===== src/rtl/rv32i_types.sv =====
// Shared types for the out-of-order core: the reorder buffer entry layout.
package rv32i_types;

    typedef struct packed {
        logic        valid;
        logic        done;
        logic        regwrite;
        logic        mispredict;
        logic [4:0]  rd_s;
        logic [31:0] rd_v;
        logic [31:0] target;
    } rob_entry_t;

endpackage


===== src/rtl/reorder_buffer.sv =====
// In-order retirement queue: allocates tags at the tail, collects CDB results,
// retires one done entry per cycle from the head and raises a flush on mispredict.
module reorder_buffer
    import rv32i_types::*;
#(
    parameter int ROB_IDX_W = 4
) (
    input  logic                 clk,
    input  logic                 rst,
    input  logic                 alloc_valid,
    output logic                 alloc_ready,
    input  logic                 alloc_regwrite,
    input  logic [4:0]           alloc_rd_s,
    output logic [ROB_IDX_W-1:0] alloc_rob,
    input  logic                 wb_valid,
    input  logic [ROB_IDX_W-1:0] wb_rob,
    input  logic [31:0]          wb_rd_v,
    input  logic                 wb_mispredict,
    input  logic [31:0]          wb_target,
    input  logic [ROB_IDX_W-1:0] rs1_q_rob,
    output logic                 rs1_q_ready,
    output logic [31:0]          rs1_q_v,
    input  logic [ROB_IDX_W-1:0] rs2_q_rob,
    output logic                 rs2_q_ready,
    output logic [31:0]          rs2_q_v,
    output logic                 commit_valid,
    output logic                 commit_regfile_we,
    output logic [4:0]           commit_rd_s,
    output logic [31:0]          commit_rd_v,
    output logic [ROB_IDX_W-1:0] commit_rob,
    output logic                 move_flush,
    output logic [31:0]          flush_pc
);

    localparam int                 DEPTH   = 1 << ROB_IDX_W;
    localparam logic [ROB_IDX_W:0] PTR_ONE = 1;

    rob_entry_t             rob [DEPTH];
    logic [ROB_IDX_W:0]     head;
    logic [ROB_IDX_W:0]     tail;
    logic [ROB_IDX_W-1:0]   head_idx;
    logic [ROB_IDX_W-1:0]   tail_idx;
    rob_entry_t             head_e;
    rob_entry_t             new_e;
    logic                   full;
    logic                   alloc_fire;

    assign head_idx = head[ROB_IDX_W-1:0];
    assign tail_idx = tail[ROB_IDX_W-1:0];
    assign head_e   = rob[head_idx];

    // Same index with opposite wrap bits means the tail has lapped the head.
    assign full       = (head_idx == tail_idx) && (head[ROB_IDX_W] != tail[ROB_IDX_W]);
    assign alloc_ready = !full && !move_flush;
    assign alloc_fire  = alloc_valid && alloc_ready;
    assign alloc_rob   = tail_idx;

    assign commit_valid      = head_e.valid && head_e.done;
    assign commit_regfile_we = commit_valid && head_e.regwrite;
    assign commit_rd_s       = commit_valid ? head_e.rd_s : 5'd0;
    assign commit_rd_v       = commit_valid ? head_e.rd_v : 32'd0;
    assign commit_rob        = head_idx;
    assign move_flush        = commit_valid && head_e.mispredict;
    assign flush_pc          = move_flush ? head_e.target : 32'd0;

    assign rs1_q_ready = rob[rs1_q_rob].valid && rob[rs1_q_rob].done;
    assign rs1_q_v     = rs1_q_ready ? rob[rs1_q_rob].rd_v : 32'd0;
    assign rs2_q_ready = rob[rs2_q_rob].valid && rob[rs2_q_rob].done;
    assign rs2_q_v     = rs2_q_ready ? rob[rs2_q_rob].rd_v : 32'd0;

    always_comb begin
        new_e          = '0;
        new_e.valid    = 1'b1;
        new_e.regwrite = alloc_regwrite;
        new_e.rd_s     = alloc_rd_s;
    end

    // Writeback is applied first so a retiring head's clear takes precedence.
    always_ff @(posedge clk or posedge rst) begin
        if (rst) begin
            head <= '0;
            tail <= '0;
            for (int i = 0; i < DEPTH; i++) begin
                rob[i] <= '0;
            end
        end else if (move_flush) begin
            head <= '0;
            tail <= '0;
            for (int i = 0; i < DEPTH; i++) begin
                rob[i] <= '0;
            end
        end else begin
            if (wb_valid && rob[wb_rob].valid) begin
                rob[wb_rob].done       <= 1'b1;
                rob[wb_rob].rd_v       <= wb_rd_v;
                rob[wb_rob].mispredict <= wb_mispredict;
                rob[wb_rob].target     <= wb_target;
            end
            if (commit_valid) begin
                rob[head_idx] <= '0;
                head          <= head + PTR_ONE;
            end
            if (alloc_fire) begin
                rob[tail_idx] <= new_e;
                tail          <= tail + PTR_ONE;
            end
        end
    end

endmodule


===== config.mk =====
export PLATFORM = sky130hd
export DESIGN_NAME = reorder_buffer
export DESIGN_NICKNAME = d
export VERILOG_FILES = /design/src/rtl/rv32i_types.sv /design/src/rtl/reorder_buffer.sv
export SDC_FILE = /design/constraint.sdc
export NUM_CORES = 2
export LEC_CHECK = 0
export ABC_CLOCK_PERIOD_IN_PS = 72300
export BUFFER_PORTS_ARGS = -buffer_cell sky130_fd_sc_hd__buf_4
export CORE_AREA = 2 2 410 412
export DETAILED_ROUTE_END_ITERATION = 10
export DIE_AREA = 0 0 412 414
export PLACE_DENSITY_LB_ADDON = 0.12
export SKIP_LAST_GASP = 1
export SYNTH_ARGS = -nofsm -noshare
export SYNTH_HDL_FRONTEND = slang
export SYNTH_SLANG_ARGS = --single-unit

===== constraint.sdc =====
create_clock -name clk -period 72.3 [get_ports clk]
set_clock_uncertainty 0.05 [all_clocks]
set_input_delay 14.46 -clock clk [delete_from_list [all_inputs] [get_ports clk]]
set_output_delay 14.46 -clock clk [all_outputs]
set_load 0.02 [all_outputs]

==> flow_metrics.env <==
export IMPL_tightest_slew_ns=1.380
export IMPL_reg2reg_from="head[0]$_DFFE_PP0P_"
export IMPL_start_kind="primary input"
export IMPL_rsz0062_at_grt="false"
export IMPL_chipHeight_um=414
export IMPL_met2_usage_pct=48.86
export IMPL_drt_iter0_markers=6411
export IMPL_drive_above_1_share_pct=24.61
export IMPL_finalSetupTns_ns=0
export IMPL_dp_slack_ns=40.21
export IMPL_synth_top_cells_by_count="nand2_1, dfrtp_1, mux4_2"
export IMPL_grt_pass1_vias=51480
export IMPL_synth_distinct_cells=57
export IMPL_netlist_instances=6130
export IMPL_holdCritPathClass="flop to flop"
export IMPL_crit_family="buffers and inverters"
export IMPL_firstDrtPassIters=5
export IMPL_clock_latency_ns=0.80
export IMPL_synth_top_area_share_pct=44.64
export IMPL_drv_cap=0
export IMPL_cp_required_ns=57.79
export IMPL_async_flop_share_pct=100.0
export IMPL_row_count=150
export IMPL_path_max_fanout=36
export IMPL_layout_nets=6039
export IMPL_cp_slowest_cell="buf_4"
export IMPL_routedWlPerCell_um=32.12
export IMPL_path_cells="buf_4 -> mux4_2 -> mux4_2 -> buf_4 -> nor2b_1 -> buf_4"
export IMPL_p_leak_nw=30.12
export IMPL_grt_use_total_pct=31.11
export IMPL_root_buffer="clkbuf_16"
export IMPL_worst_slack_ns=40.25
export IMPL_gr_total_overflow=0
export IMPL_dieArea_sq_um=170600
export IMPL_vias=51730
export IMPL_start_util_pct=39.71
export IMPL_cts_resized=0
export IMPL_grt_max_degree=139
export IMPL_grt_use_met1_pct=42.54
export IMPL_end_kind="primary output"
export IMPL_clk_pin_slew_ns=0.06
export IMPL_syn_area_per_cell_sq_um=10.77
export IMPL_dpl_hpwl_mm=146.3
export IMPL_grt_use_met3_pct=6.316
export IMPL_drv_slew=0
export IMPL_synth_ff_type="dfrtp_1"
export IMPL_die_w_um=412
export IMPL_r2r_setup_slack_ns=65.53
export IMPL_period_share_pct=44.33
export IMPL_clock_sinks=1178
export IMPL_antenna_found_initial=23
export IMPL_status="finished, final reports clean"
export IMPL_core_area_sq_um=166300
export IMPL_irDropWorstVdd_mv=0.03884
export IMPL_final_setup_viol_count=0
export IMPL_yosys_warnings=0
export IMPL_num_fill_cells=15650
export IMPL_hold_buffers=0
export IMPL_grt_first_pass_wirelength_mm=385.7
export IMPL_cts_setup_buffers=0
export IMPL_clock_path_buffers=3
export IMPL_max_stage_delay_ns=0.81
export IMPL_power_density_nw_per_um2=40.79
export IMPL_synthTopCellsByArea="dfrtp_1, mux4_2, nand2_1"
export IMPL_fin_crit_ns=32.05
export IMPL_top_usage_layer="met2"
export IMPL_path_buf_inv=3
export IMPL_criticalPathCategory="primary input to primary output"
export IMPL_htree_levels=4
export IMPL_cp_depth=6
export IMPL_synth_edf_count=0
export IMPL_synth_most_common_cell="nand2_1"
export IMPL_hold_viol_final=0
export IMPL_synth_net_count=6225
export IMPL_ys_seq_elements=1178
export IMPL_cts_made_buffers=142
export IMPL_wirelength_mm=265.5
export IMPL_syn2layout_area_growth_pct=11.20
export IMPL_cts_tree="built"
export IMPL_port_buffers=233
export IMPL_crit_end="rs2_q_v[6]"
export IMPL_ant_nets=0
export IMPL_timing_slew_headroom_pct=7.586
export IMPL_yosys_area_top_type="dfrtp_1"
export IMPL_crit_start="rs2_q_rob[1]"
export IMPL_yosysSeqAreaShare_pct=44.64
export IMPL_max_freq_ghz=0.03120
export IMPL_synth_area_sq_um=66030
export IMPL_gp_congestion=0.8503
export IMPL_pin_count=234
export IMPL_route_detailed_drc=0
export IMPL_critPathArrivalTime_ns=17.54
export IMPL_r2r_end="rob[152]$_DFF_PP0_"
export IMPL_reg2reg_depth=11
export IMPL_routed_via_density=6.259
export IMPL_crit_top_cell="buf_4"
## tightest hold or removal path, delay by kind of cell (launching register included)
kind / cells / cell delay (ns)
DFF: 1 / 0.37
and+or+nand+nor: 1 / 0.05
AOI/OAI and AO/OA: 1 / 0.05
## registers in the layout, indices dropped and copies added (netlist names)
register and cells:
head 5, rob 1168, tail 5
## worst min path at each step
stage | cells after the start | from | endpoint | slack, ns
6_report | 2 | rob[897]$_DFF_PP0_ | rob[897]$_DFF_PP0_ | 0.47
5_1_grt | 2 | rob[959]$_DFF_PP0_ | rob[959]$_DFF_PP0_ | 0.49
4_1_cts | 2 | rob[4]$_DFF_PP0_ | rob[4]$_DFF_PP0_ | 0.47
3_5_place_dp | 2 | rob[4]$_DFF_PP0_ | rob[4]$_DFF_PP0_ | 0.45
3_3_place_gp | 2 | rob[4]$_DFF_PP0_ | rob[4]$_DFF_PP0_ | 0.45
2_1_floorplan | 1 | head[4]$_DFFE_PP0P_ | head[4]$_DFFE_PP0P_ | 0.43
## power by group
group          internal, mW  leakage (nW)  switching [mW]
sequential            0.917          15.8           0.246
clock                 0.418          2.24           0.308
combinational         0.515          12.1           0.592
## cell usage in the layout (no fill, tap or decap), drive strengths merged, types with 9 or more instances in the layout
cell type,count
clkinv,22
a21oi,849
diode,10
nand3,24
clkbuf,214
and2,38
o21ai,62
nand2b,21
and3,57
dfrtp,1178
inv,35
nor2b,73
mux4,690
nand2,1845
clkinvlp,10
buf,334
a21o,11
a211o,9
nor2,239
mux2i,241
## stage by stage
stage	total power, mW	cells	utilization, %	area (sq um)	hold WS [ns]
3_5_place_dp	2.264	8004	41.36	68770	0.4536
6_report	2.995	8265	44.16	73430	0.4662
2_1_floorplan	1.894	6130	-	66030	0.4263
5_1_grt	3.134	8259	44.15	73410	0.4863
3_3_place_gp	2.240	8004	41.36	68770	0.4451
4_1_cts	2.990	8255	44.14	73400	0.4680
## per-layer routing
metal  up-vias  part of all wire, %
met5         -                0.056
met4        20                  4.0
met3       639                  8.7
met2      2796                   47
met1     27170                   40
li1      21100                    -
## cell families after synthesis
kind of cell             share of synthesized area, %
adder cells (fa/ha/maj)                        0.1516
AND/OR/NAND/NOR                                 14.09
flip-flops                                      44.64
multiplexers                                    27.26
AO/OA/AOI/OAI                                   8.984
XOR/XNOR                                       0.1194
buffers and inverters                           4.749
## layout make-up
type	instances	area, sq um	share of cell area, %
timing repair buffer	338	2587	3.524
inverter	31	126.4	0.1721
clock buffer	210	4155	5.659
clock inverter	41	481.7	0.6560
tap	2204	2758	3.756
multi-input combinational	4253	33800	46.03
antenna	10	25.02	0.03408
sequential	1178	29490	40.17
No activity file was read; power rests on OpenSTA's default activity.
